===== config.mk =====
export PLATFORM = sky130hd
export DESIGN_NAME = core_test_sequencer
export DESIGN_NICKNAME = d
export VERILOG_FILES = /design/src/rtl/core_test_sequencer.sv
export SDC_FILE = /design/constraint.sdc
export NUM_CORES = 1
export LEC_CHECK = 0
export ABC_AREA = 1
export BUFFER_PORTS_ARGS = -buffer_cell sky130_fd_sc_hd__buf_2
export CORE_UTILIZATION = 30
export DETAILED_ROUTE_END_ITERATION = 8
export SYNTH_ARGS = -nofsm -noshare
export SYNTH_HDL_FRONTEND = slang
export SYNTH_SLANG_ARGS = --single-unit

===== constraint.sdc =====
create_clock -name clk -period 1.67 [get_ports clk]
set_input_delay 0.334 -clock clk [delete_from_list [all_inputs] [get_ports clk]]
set_output_delay 0.334 -clock clk [all_outputs]
set_load 0.05 [all_outputs]

===== src/rtl/core_test_sequencer.sv =====
// Test sequencer for a CPU core: preloads core memories, releases the core for a bounded
// run, then compares a table of register results against the core's register file.
module core_test_sequencer #(
   parameter int XLEN       = 32,
   parameter int ADDR_W     = 10,
   parameter int NUM_CHECKS = 3,
   parameter int RUN_CYCLES = 40
) (
   input  logic              clk,
   input  logic              rst,
   input  logic              start,
   input  logic              core_halt,
   input  logic              load_valid,
   output logic              load_ready,
   input  logic [1:0]        load_sel,
   input  logic [ADDR_W-1:0] load_addr,
   input  logic [XLEN-1:0]   load_data,
   input  logic              load_last,
   output logic              wr_en,
   output logic [1:0]        wr_sel,
   output logic [ADDR_W-1:0] wr_addr,
   output logic [XLEN-1:0]   wr_data,
   output logic              core_rst_n,
   output logic [4:0]        chk_idx,
   input  logic [4:0]        chk_reg,
   input  logic [XLEN-1:0]   chk_exp,
   output logic [4:0]        rf_raddr,
   input  logic [XLEN-1:0]   rf_rdata,
   output logic              busy,
   output logic              done,
   output logic              pass,
   output logic [5:0]        err_count,
   output logic [4:0]        fail_idx
);

   typedef enum logic [2:0] {IDLE, LOAD, RUN, CHECK, DONE} state_t;

   localparam logic [15:0] RUN_LAST = 16'(RUN_CYCLES - 1);
   localparam logic [4:0]  CHK_LAST = 5'(NUM_CHECKS - 1);

   state_t          state;
   logic [15:0]     run_cnt;
   logic [XLEN-1:0] rd_val;
   logic            mismatch;

   // x0 is hard-wired zero, so it is never read from the register file
   assign rd_val   = (chk_reg == 5'd0) ? '0 : rf_rdata;
   assign mismatch = (rd_val != chk_exp);
   assign rf_raddr = (state == CHECK) ? chk_reg : '0;

   always_ff @(posedge clk or negedge rst) begin
      if (!rst) begin
         state      <= IDLE;
         run_cnt    <= '0;
         load_ready <= 1'b0;
         wr_en      <= 1'b0;
         wr_sel     <= '0;
         wr_addr    <= '0;
         wr_data    <= '0;
         core_rst_n <= 1'b0;
         chk_idx    <= '0;
         busy       <= 1'b0;
         done       <= 1'b0;
         pass       <= 1'b0;
         err_count  <= '0;
         fail_idx   <= '0;
      end else begin
         wr_en <= 1'b0;
         case (state)
            IDLE: begin
               if (start) begin
                  state      <= LOAD;
                  load_ready <= 1'b1;
                  busy       <= 1'b1;
                  done       <= 1'b0;
                  pass       <= 1'b0;
                  err_count  <= '0;
                  fail_idx   <= '0;
               end
            end
            LOAD: begin
               if (load_valid && load_ready) begin
                  wr_en   <= (load_sel != 2'd3);
                  wr_sel  <= load_sel;
                  wr_addr <= load_addr;
                  wr_data <= load_data;
                  if (load_last) begin
                     state      <= RUN;
                     load_ready <= 1'b0;
                     core_rst_n <= 1'b1;
                     run_cnt    <= '0;
                  end
               end
            end
            RUN: begin
               run_cnt <= run_cnt + 16'd1;
               if (run_cnt == RUN_LAST || core_halt) begin
                  state      <= CHECK;
                  core_rst_n <= 1'b0;
                  run_cnt    <= '0;
                  chk_idx    <= '0;
               end
            end
            CHECK: begin
               if (mismatch) begin
                  if (err_count != 6'h3F) err_count <= err_count + 6'd1;
                  if (err_count == 6'd0)  fail_idx  <= chk_idx;
               end
               if (chk_idx == CHK_LAST) begin
                  state   <= DONE;
                  done    <= 1'b1;
                  pass    <= (err_count == 6'd0) && !mismatch;
                  busy    <= 1'b0;
                  chk_idx <= '0;
               end else begin
                  chk_idx <= chk_idx + 5'd1;
               end
            end
            DONE:    state <= IDLE;
            default: state <= IDLE;
         endcase
      end
   end

endmodule


; Yosys cells after proc, flatten, opt, wreduce, memory -nomap -nowiden
; Index checks and enable logic that the tools add are counted.
[op_classes]
addsub = 3
eq_ne = 16
muxes = 40
reduce_logical = 20
[op_table]
columns = cell, count
row1 = 16-bit 2-to-1 mux, 3
row2 = 32-bit 2-to-1 mux, 1
row3 = 32-bit != test, 1
row4 = 16-bit case mux with 2 select lines, 1
row5 = 5-bit 2-to-1 mux, 6
row6 = 5-bit case mux with 2 select lines, 2
row7 = 6-bit 2-to-1 mux, 3
row8 = "16-bit by 1-bit adder with 16-bit output, second input constant", 1
row9 = "16-bit by 6-bit equality test with 1-bit output, second input constant", 1
row10 = 4-bit AND reduction, 4
row11 = 3-bit 2-to-1 mux, 5
row12 = 1-bit 2-to-1 mux, 12
row13 = "2-bit != test, second input constant", 6
row14 = 3-bit case mux with 4 select lines, 1
row15 = 6-bit case mux with 2 select lines, 1
row16 = 1-bit case mux with 2 select lines, 5
row17 = 2-bit nonzero test, 4
row18 = "6-bit by 1-bit adder with 6-bit output, second input constant", 1
row19 = "3-bit by 2-bit equality test with 1-bit output, second input constant", 2
row20 = 6-bit zero test, 1
row21 = "2-bit by 1-bit != test with 1-bit output, second input constant", 3
row22 = "6-bit != test, second input constant", 1
row23 = 3-bit AND reduction, 2
row24 = "5-bit by 1-bit adder with 5-bit output, second input constant", 1
row25 = other kinds (9), 11
[totals]
ff_bits = 85
input_bits = 119
out_inout_bits = 71

; Depth between registers and ports, before layout
; Gate-level depths: netlist (run 1).
[depth]
depth_word = 7
depth_mapped = 15
depth_no_buf = 14

; Worst setup path before layout (run 1)
; No wires, ideal clock.
[synth_path]
kind = register to register
start = register load_ready
end = register run_cnt[13]
t_arrival_ns = 1.725
required_time_ns = 1.551
slack_ns = -0.174
stages_incl_launch_ff = 10
path_buffers = 0
cell_sequence = dfrtp_1 > nand2_1 > nor2_1 > o21ai_2 > inv_2 > nand4_2 > nor3b_2 > nand3_1 > nand2_1 > nor2_1
[synth_via]
elab_chain_len = 3
[synth_lines]
columns = item, line_no
row1 = "start, declared", 14  ; output logic load_ready,
row2 = "start signal, assigned", 55  ; load_ready <= 1'b0;
row3 = "start signal, assigned", 73  ; load_ready <= 1'b1;
row4 = "start signal, assigned", 89  ; load_ready <= 1'b0;
row5 = 1-bit logical AND, 82  ; if (load_valid && load_ready) begin
row6 = 2-bit != test (no line), -
row7 = 3-bit AND reduction (no line), -
row8 = "end signal, assigned", 96  ; run_cnt <= run_cnt + 16'd1;
row9 = "end, declared", 42  ; logic [15:0] run_cnt;
; No other way between the ends.
; A chain may end at the register's enable or synchronous reset.

; Worst setup path after layout (run 1)
[layout_path]
start = register state[0]
end = output rf_raddr[3]
[layout_via]
elab_chain_len = 2
[layout_lines]
columns = item, line_no
row1 = "start, declared", 41  ; state_t state;
row2 = "start signal, assigned", 53  ; state <= IDLE;
row3 = "start signal, assigned", 72  ; state <= LOAD;
row4 = "start signal, assigned", 88  ; state <= RUN;
row5 = 3-bit by 2-bit equality test with 1-bit output, 49  ; assign rf_raddr = (state == CHECK) ? chk_reg : '0;
row6 = 5-bit 2-to-1 mux, 49
row7 = "end, declared", 27  ; output logic [4:0] rf_raddr,
; No other way between the ends.

==> impl_metrics.json, run 1 <==
{
  "syn_inst": 611,
  "vias": 4699,
  "internal_power_mw": 5.66,
  "path_clk_slew_ns": 0.07,
  "fmax_mhz": 574,
  "p_clk_share_pct": 17.6,
  "slew_viol_final": 0,
  "postRouteWirelength_mm": 13.0,
  "h-tree-depth": 3,
  "cts-root-buf": "clkbuf_16",
  "path_max_fanout": 6,
  "worst_pin_slew_ns": 0.392,
  "area_growth_pct": 56.2,
  "p_comb_share_pct": 54.1,
  "setup_violations": 12,
  "syn_area_per_cell_um2": 7.34,
  "finalWorstSetupSlack_ns": -0.0712,
  "clockBufferDepth": 2,
  "drt_iter0_drc": 179,
  "drt-vias-per-instance": 4.48,
  "startpoint_type": "flop",
  "total_power_mw": 11.4,
  "io_pins": 190,
  "timing.final.hold_violations": 0,
  "slew_headroom_pct": 73.9,
  "period_share_pct": 104,
  "grt_pass1_vias": 4406,
  "clock-sinks": 85,
  "crit_type": "flop to output port",
  "wl_per_cell_um": 12.4,
  "drc_errors": 0,
  "initial_core_util_pct": 30.8,
  "final_layout_size_suffix_gt1_share_pct": 40.6,
  "ir_drop_uv": 1050,
  "synth_async_sr_flop_share_pct": 100,
  "place_ws_ns": -0.368,
  "worst_hold_path_type": "input port to flop",
  "synthesis.area_um2": 4480,
  "skew_ns": 0.00816,
  "drtAntennaViolNets": 0,
  "p_per_area_nw_per_um2": 1620,
  "antenna_found_initial": 0,
  "grt_pass1_wl_mm": 20.3,
  "violations": "negative setup slack",
  "fin_crit_ns": 1.74,
  "drt_pass1_iterations": 4,
  "die_w_um": 124,
  "rsz0062_at_grt": "true",
  "track_usage_pct": 16.0,
  "cp.arrival_ns": 1.41,
  "ys_ff_latch": 85,
  "die_h_um": 124,
  "rows": 44,
  "cts_made_buffers": 9,
  "sequentialPowerShare_pct": 28.2,
  "dp_hpwl_mm": 9.45,
  "core_area_um2": 14500,
  "swShare_pct": 50.1,
  "place_congestion": 0.821,
  "grt_max_degree": 45,
  "synth_edf_count": 0,
  "cp.required_ns": 1.34,
  "ys.flop_type": "dfrtp_1",
  "max_cap_violations": 0,
  "p_switching_mw": 5.69,
  "nets": 983,
  "cts_tree": "built",
  "grt-ovfl-total": 0,
  "p_leak_nw": 3.90,
  "portBuffers": 189,
  "status": "finished with violations",
  "clk_latency_ns": 0.35,
  "synth_nets": 735,
  "diodes": 0,
  "synth.distinct_cells": 34,
  "ys_seq_area_share_pct": 47.5,
  "synth_warnings": 0,
  "die_area_um2": 15400,
  "cp-end-kind": "output port"
}
-- per-layer routing --
metal / global-route usage [%] / part of all wire, % / vias to the layer above
li1: - / - / 2429
met3: 3.58 / 5.1 / 20
met1: 19.3 / 43 / 2132
met5: 0 / 0 / -
met4: 7.73 / 2.1 / 0
met2: 27.0 / 49 / 118
-- timing repair --
action	CTS	global route
gates resized for setup	25	79
hold buffers	1	0
buffers inserted	2	10
pin swaps	1	35
setup endpoints to repair	23	61
gates cloned	0	6
hold endpoints to repair	26	0
-- cells in the final DEF (no fill, tap or decap), types with 2 or more instances in the layout --
cell type	instances
nor4_4	2
nor4_1	2
nor3b_1	2
dfrtp_2	4
o21ai_1	5
ha_1	3
inv_6	2
nand3_2	11
buf_12	6
inv_2	8
nor3_2	2
buf_2	179
inv_8	3
nor4_2	2
o22ai_1	4
nand3b_1	6
clkbuf_16	14
nand2_1	236
nor3_1	8
nand4_1	3
nand3_4	4
xnor2_1	2
a21oi_1	12
nand2_2	17
buf_4	46
o21ai_4	2
dfrtp_1	81
o21ai_0	19
a21oi_2	2
inv_1	55
nor2_4	8
nand3_1	29
nor2_1	33
nor2_2	7
buf_6	16
xor2_1	10
-- cell type report --
type	count	area, µm²
clock inverter	7	76.3
timing repair buffer	254	1690
fill	1478	7530
tap	184	230
sequential	85	2130
clock buffer	9	225
multi-input combinational	445	2400
inverter	64	243
-- Yosys cell counts, types with 2 or more instances --
cell type    n  area, µm²
nand2_1    253        950
dfrtp_1     85       2130
inv_1       62        233
nor2_1      47        176
nand3_1     43        215
o21ai_0     22        110
a21oi_1     14       70.1
clkbuf_1    11       41.3
nor3_1      11       55.1
xor2_1      10       87.6
nand3b_1     6       45.0
nor4_1       6       37.5
ha_1         5       62.6
buf_6        4       45.0
o21ai_1      4       20.0
o22ai_1      4       25.0
nand4_1      3       18.8
inv_2        2       7.51
nand2_2      2       12.5
nor3b_1      2       15.0
xnor2_1      2       17.5
-- power by group through the flow --
stage               clock (mW)  combinational (mW)  sequential, mW
floorplan                    0                1.78            5.34
global placement             0                5.66            3.19
detailed placement           0                5.71            3.18
CTS                       2.09                5.83            3.20
global route              2.14                6.63            3.30
finish                    2.00                6.15            3.20
-- critical path, stage by stage (launching register included) --
cell	delay, ns
dfrtp_2	0.43
buf_4	0.14
nand3_4	0.09
buf_6	0.15
nor2_2	0.09
buf_6	0.16
-- cell families after synthesis --
| kind of cell | after synthesis | synth area share, % |
|---|---|---|
| and+or+nand+nor | 377 | 35.0 |
| DFF | 85 | 47.5 |
| buffers and inverters | 81 | 7.57 |
| AOI/OAI and AO/OA | 51 | 6.28 |
| xor gates and xnor gates | 12 | 2.35 |
| adders and majority gates | 5 | 1.40 |
-- state kept, by name (all words and copies together), names as in the netlist --
name        cells
run_cnt        16
pass            1
state           3
wr_sel          2
fail_idx        5
wr_addr        10
err_count       6
chk_idx         5
busy            1
done            1
wr_en           1
wr_data        32
core_rst_n      1
load_ready      1
-- stage by stage --
stage                     utilization (%)  TNS (ns)  hold slack, ns  instances  instance area, µm²
after floorplan                         -    -0.672          0.0384        611                4600
after global placement               41.9     -4.77           0.279       1014                6090
after detailed placement             41.9     -5.11           0.283       1014                6090
after CTS                            44.7  -0.00931           0.160       1033                6500
after global routing                 48.2     -2.82           0.173       1048                7000
final                                48.2    -0.595           0.180       1048                7000
-- final timing paths --
kind                                              start                        to  slack (ns)  cells after the start
worst max-delay path               state[0]$_DFFE_PN0P_               rf_raddr[3]       -0.07                      5
worst min-delay path                      load_data[16]   wr_data[16]$_DFFE_PN0P_        0.18                      3
worst max register to register     state[0]$_DFFE_PN0P_  err_count[1]$_DFFE_PN0P_       -0.05                     10
worst min register to register  wr_data[23]$_DFFE_PN0P_   wr_data[23]$_DFFE_PN0P_        0.47                      2
max in group asynchronous                           rst    chk_idx[0]$_DFFE_PN0P_        0.68                      3
min in group asynchronous                           rst    wr_addr[2]$_DFFE_PN0P_        0.45                      2
No activity file was read; power rests on OpenSTA's default activity.
==> run 2, diff against run 1 <==
--- a/config.mk
+++ b/config.mk
@@ -7,8 +7,12 @@
 export LEC_CHECK = 0
 export ABC_AREA = 1
 export BUFFER_PORTS_ARGS = -buffer_cell sky130_fd_sc_hd__buf_2
+export CELL_PAD_IN_SITES_DETAIL_PLACEMENT = 1
+export CELL_PAD_IN_SITES_GLOBAL_PLACEMENT = 1
 export CORE_UTILIZATION = 30
 export DETAILED_ROUTE_END_ITERATION = 8
+export PLACE_DENSITY_LB_ADDON = 0.1
+export SLEW_MARGIN = 20
 export SYNTH_ARGS = -nofsm -noshare
 export SYNTH_HDL_FRONTEND = slang
 export SYNTH_SLANG_ARGS = --single-unit
==> run 2 against run 1 <==
  * The run still ends with negative setup slack left
  * Wire length up 20%
  * Global-route usage rose by 4.1 points
  * Clock-buffer cell count rose by 2
  * Utilization shrank 1.2 points
  * Clock skew shrank 0.0016 ns
  * Via count up 4.0%
  * Register-to-register slack barely moved
  * Fmax is 1.5% higher
  * Critical path depth rose by 5
  * Sequential share of layout area up 0.80 points
  * Highest routed layer unchanged
  * Setup slack improved by 0.025 ns
  * Critical path type is now flop to flop
  * Final cell count decreased by 0.19%
==> impl_metrics.json, run 2 (synthesized netlist as in run 1, its figures left out) <==
{
  "hold_depth": 2,
  "hp-start": "load_sel[1]",
  "worst_hold_path_type": "input port to flop",
  "place_congestion": 0.817,
  "largest-register": "wr_data",
  "clock-sinks": 85,
  "dp_hpwl_mm": 11.5,
  "clockBufferDepth": 2,
  "drtAntennaViolNets": 0,
  "cp.required_ns": 1.90,
  "final_common_cell": "nand2_1",
  "die_w_um": 124,
  "fmax_mhz": 583,
  "io_pins": 190,
  "path_max_fanout": 6,
  "startpoint_type": "flop",
  "violations": "negative setup slack",
  "die_area_um2": 15400,
  "grt_pass1_vias": 5106,
  "r2r_start": "state[2]$_DFFE_PN0P_",
  "p_per_area_nw_per_um2": 1690,
  "min_to": "wr_en$_DFF_PN0_",
  "fin_setup_tns_ns": -0.393,
  "drt_iter0_drc": 183,
  "initial_core_util_pct": 30.8,
  "h-tree-depth": 3,
  "reg_top3": "wr_data x32, run_cnt x16, wr_addr x10",
  "whs_ns": 0.188,
  "postRouteWirelength_mm": 15.6,
  "cts-root-buf": "clkbuf_16",
  "final_cell_mix": "nand2_1, buf_2, dfrtp_1, inv_1, buf_4",
  "ir_drop_uv": 1030,
  "grt-ovfl-total": 0,
  "grt_max_degree": 48,
  "ff2ff_setup_slack_ns": -0.05,
  "core_area_um2": 14500,
  "cp.arrival_ns": 1.95,
  "area_growth_pct": 52.2,
  "grt_pass1_wl_mm": 25.2,
  "slew_headroom_pct": 72.1,
  "drc_errors": 0,
  "largest_reg_flops": 32,
  "reg2reg_to": "err_count[4]$_DFFE_PN0P_",
  "setup_violations": 16,
  "cts_tree": "built",
  "timing.final.hold_violations": 0,
  "fin_crit_ns": 1.72,
  "path_clk_slew_ns": 0.06,
  "rows": 44,
  "cts_made_buffers": 9,
  "die_h_um": 124,
  "final_layout_size_suffix_gt1_share_pct": 39.4,
  "layoutNonFillerInstCount": 1046,
  "clk_latency_ns": 0.34,
  "r2r_cells": 10,
  "track_usage_pct": 20.1,
  "slew_viol_final": 0,
  "period_share_pct": 103,
  "place_area_um2": 6030,
  "nets": 981,
  "skew_ns": 0.00661,
  "drt-vias-per-instance": 4.67,
  "worst_pin_slew_ns": 0.419,
  "max_cap_violations": 0,
  "vias": 4886,
  "finalWorstSetupSlack_ns": -0.0462,
  "p_leak_nw": 3.82,
  "status": "finished with violations",
  "stdcell_area_um2": 6820,
  "place_inst": 1013,
  "portBuffers": 189,
  "rsz0062_at_grt": "true",
  "antenna_found_initial": 1,
  "wl_per_cell_um": 14.9,
  "drt_pass1_iterations": 4,
  "crit_type": "flop to flop",
  "cp-end-kind": "flop"
}
run 2: cell types whose count changed in the layout (fill, tap and decap cells not counted), sizes merged:
| cell | before | now |
|---|---|---|
| bufbuf | 0 | 1 |
| clkinvlp | 0 | 2 |
| bufinv | 0 | 1 |
| diode | 0 | 1 |
| clkinv | 2 | 1 |
| buf | 248 | 249 |
| clkbuf | 14 | 12 |
| inv | 69 | 64 |
run 2: stage by stage:
step | util (%) | setup slack [ns] | total power, mW
floorplan | - | -0.124 | 7.12
global placement | 41.5 | -0.383 | 8.70
detailed placement | 41.5 | -0.427 | 8.86
CTS | 45.1 | -0.0590 | 11.3
global route | 46.9 | -0.180 | 12.2
finish | 46.9 | -0.0462 | 11.5
run 2: power breakdown:
| part | switching, mW | internal (mW) |
|---|---|---|
| sequential | 0.467 | 2.76 |
| combinational | 4.42 | 1.89 |
| clock | 0.818 | 1.15 |
run 2: layout make-up:
cell class              count  area, µm²
diodes                      1       2.50
clock buffers              11        233
clock inverters             4       50.0
fillers                  1887       7710
inverters                  64        250
multi-input cells         445       2370
flip-flops and latches     85       2130
well taps                 184        230
repair buffers            252       1560
run 2: what timing repair did:
item,CTS,global route
resized for setup,39,52
setup endpoints to repair,80,83
hold buffers,1,0
buffers inserted,10,4
gates cloned,1,1
hold endpoints to repair,20,0
pin swaps,3,12
run 2: worst max path at each step:
| stage | startpoint | to | cells past startpoint |
|---|---|---|---|
| after global placement | chk_reg[3] | fail_idx[1]$_DFFE_PN0P_ | 15 |
| after detailed placement | chk_reg[3] | fail_idx[4]$_DFFE_PN0P_ | 15 |
| final | state[2]$_DFFE_PN0P_ | err_count[4]$_DFFE_PN0P_ | 10 |
| after floorplan | state[2]$_DFFE_PN0P_ | rf_raddr[0] | 4 |
| after CTS | state[0]$_DFFE_PN0P_ | rf_raddr[4] | 4 |
| after global routing | state[2]$_DFFE_PN0P_ | fail_idx[3]$_DFFE_PN0P_ | 11 |
run 2: worst max-delay path, stage by stage (launching register included):
cell       delay, ns
dfrtp_1         0.39
inv_2           0.11
nand3_4         0.10
buf_4           0.15
bufbuf_16       0.26
nand2_1         0.10
o41ai_2         0.09
inv_1           0.14
nand2_2         0.13
nand2_1         0.10
nand2_1         0.05
run 2: metal layers:
metal	global-route usage [%]	up-vias	share of wire, %
met5	0	-	0
met4	6.02	0	1.4
met3	4.53	12	4.9
met2	35.2	114	51
met1	24.5	2342	42
li1	-	2418	-
==> run 3, diff against run 2 <==
--- a/config.mk
+++ b/config.mk
@@ -11,6 +11,7 @@
 export CELL_PAD_IN_SITES_GLOBAL_PLACEMENT = 1
 export CORE_UTILIZATION = 30
 export DETAILED_ROUTE_END_ITERATION = 8
+export MAX_ROUTING_LAYER = met4
 export PLACE_DENSITY_LB_ADDON = 0.1
 export SLEW_MARGIN = 20
 export SYNTH_ARGS = -nofsm -noshare
==> run 3 against run 2 <==
  * The flow still finishes with violations (negative setup slack)
  * Worst hold slack lost 0.0016 ns
  * Die area is the same
  * Final cell count is essentially flat
  * Utilization grew 0.077 points
  * Non-clock buffer count grew 1
  * Clock skew shrank 0.0010 ns
  * Cell area grew 0.17%
  * Sequential cell count is the same
  * Sequential power is essentially flat
  * Critical endpoint is now err_count[1]$_DFFE_PN0P_
==> impl_metrics.json, run 3 (synthesized netlist as in run 1, its figures left out) <==
{
  "cp.required_ns": 1.90,
  "track_usage_pct": 20.7,
  "p_per_area_nw_per_um2": 1670,
  "die_h_um": 124,
  "slew_viol_final": 0,
  "worst_hold_path_type": "input port to flop",
  "cts_tree": "built",
  "drt-vias-per-instance": 4.68,
  "place_area_um2": 6030,
  "place_ws_ns": -0.427,
  "rows": 44,
  "largest_reg_flops": 32,
  "drtAntennaViolNets": 0,
  "place_congestion": 0.829,
  "max_cap_violations": 0,
  "crit_start": "chk_reg[3]",
  "startpoint_type": "input port",
  "cp-end-kind": "flop",
  "ff2ff_setup_slack_ns": -0.04,
  "drc_errors": 0,
  "path_max_fanout": 8,
  "hp-start": "load_sel[1]",
  "stdcell_area_um2": 6830,
  "hold_depth": 2,
  "largest-register": "wr_data",
  "nets": 982,
  "vias": 4895,
  "rsz0062_at_grt": "true",
  "fin_setup_tns_ns": -0.695,
  "final_layout_size_suffix_gt1_share_pct": 38.7,
  "reg2reg_to": "err_count[4]$_DFFE_PN0P_",
  "clock-sinks": 85,
  "clockBufferDepth": 2,
  "period_share_pct": 104,
  "cp.arrival_ns": 1.97,
  "grt_pass1_vias": 5115,
  "drt_iter0_drc": 190,
  "multi_input_area_um2": 2330,
  "core_area_um2": 14500,
  "violations": "negative setup slack",
  "crit_type": "input port to flop",
  "path_clk_slew_ns": 0.06,
  "reg_top3": "wr_data x32, run_cnt x16, wr_addr x10",
  "h-tree-depth": 3,
  "skew_ns": 0.00556,
  "clk_latency_ns": 0.34,
  "setup_violations": 19,
  "finalWorstSetupSlack_ns": -0.0698,
  "io_pins": 190,
  "ir_drop_uv": 1030,
  "total_power_mw": 11.4,
  "status": "finished with violations",
  "r2r_cells": 10,
  "cts_made_buffers": 9,
  "wl_per_cell_um": 15.3,
  "antenna_found_initial": 1,
  "p_leak_nw": 3.81,
  "register_area_um2": 2130,
  "portBuffers": 189,
  "initial_core_util_pct": 30.8,
  "drt_pass1_iterations": 4,
  "worst_pin_slew_ns": 0.403,
  "grt_max_degree": 48,
  "final_util_pct": 47.0,
  "die_area_um2": 15400,
  "n_fill_cell": 1883,
  "dp_hpwl_mm": 11.5,
  "die_w_um": 124,
  "timing.final.hold_violations": 0,
  "fin_crit_ns": 1.74,
  "postRouteWirelength_mm": 16.0,
  "area_growth_pct": 52.5,
  "final_cell_mix": "nand2_1, buf_2, dfrtp_1, inv_1, buf_4",
  "final_common_cell": "nand2_1",
  "r2r_start": "state[2]$_DFFE_PN0P_",
  "cts-root-buf": "clkbuf_16",
  "whs_ns": 0.186,
  "layoutNonFillerInstCount": 1047,
  "min_to": "wr_en$_DFF_PN0_",
  "fmax_mhz": 575,
  "place_inst": 1013,
  "slew_headroom_pct": 73.1,
  "grt-ovfl-total": 0,
  "grt_pass1_wl_mm": 25.2
}
[run 3: worst max-delay path by stage]
stage,to,slack (ns),depth (start not counted)
after floorplan,rf_raddr[0],-0.12,4
after global placement,fail_idx[1]$_DFFE_PN0P_,-0.38,15
after detailed placement,fail_idx[4]$_DFFE_PN0P_,-0.43,15
after CTS,rf_raddr[4],-0.06,4
after global routing,fail_idx[3]$_DFFE_PN0P_,-0.22,13
final,err_count[1]$_DFFE_PN0P_,-0.07,13
[run 3: where the power goes]
group | internal, mW | switching, mW | total, mW | leakage [nW]
registers | 2.76 | 0.472 | 3.23 | 1.10
logic | 1.83 | 4.41 | 6.25 | 2.58
clock network | 1.15 | 0.818 | 1.97 | 0.132
[run 3: worst max-delay path: stages]
cell       delay [ns]
buf_6            0.10
nor2_4           0.13
nand3_4          0.18
clkbuf_16        0.21
nand2_1          0.07
o21ai_0          0.08
nor2_1           0.10
nand3_1          0.11
nor2_2           0.19
nand3_4          0.17
buf_4            0.19
nand3_2          0.05
nand2_1          0.05
[run 3: timing repair]
item	4_1_cts	5_1_grt
hold endpoints to repair	20	0
pin swaps	3	4
gates cloned	1	5
setup endpoints to repair	80	83
hold buffers	1	0
resized for setup	39	45
setup buffers	10	1
[run 3: layout make-up]
cell class	count	share of cell area [%]
Multi-Input combinational cell	445	34.0
Sequential cell	85	31.2
Timing Repair Buffer	253	23.7
Inverter	64	3.59
Clock buffer	11	3.41
Tap cell	184	3.37
Clock inverter	4	0.732
Antenna cell	1	0.0366
[run 3: layer usage]
| metal | routed length (µm) | up-vias | track usage, % |
|---|---|---|---|
| met5 | 0 | - | - |
| met4 | 252 | 0 | 6.02 |
| met3 | 668 | 15 | 4.18 |
| met2 | 8180 | 103 | 35.3 |
| met1 | 6900 | 2365 | 24.6 |
| li1 | - | 2412 | - |
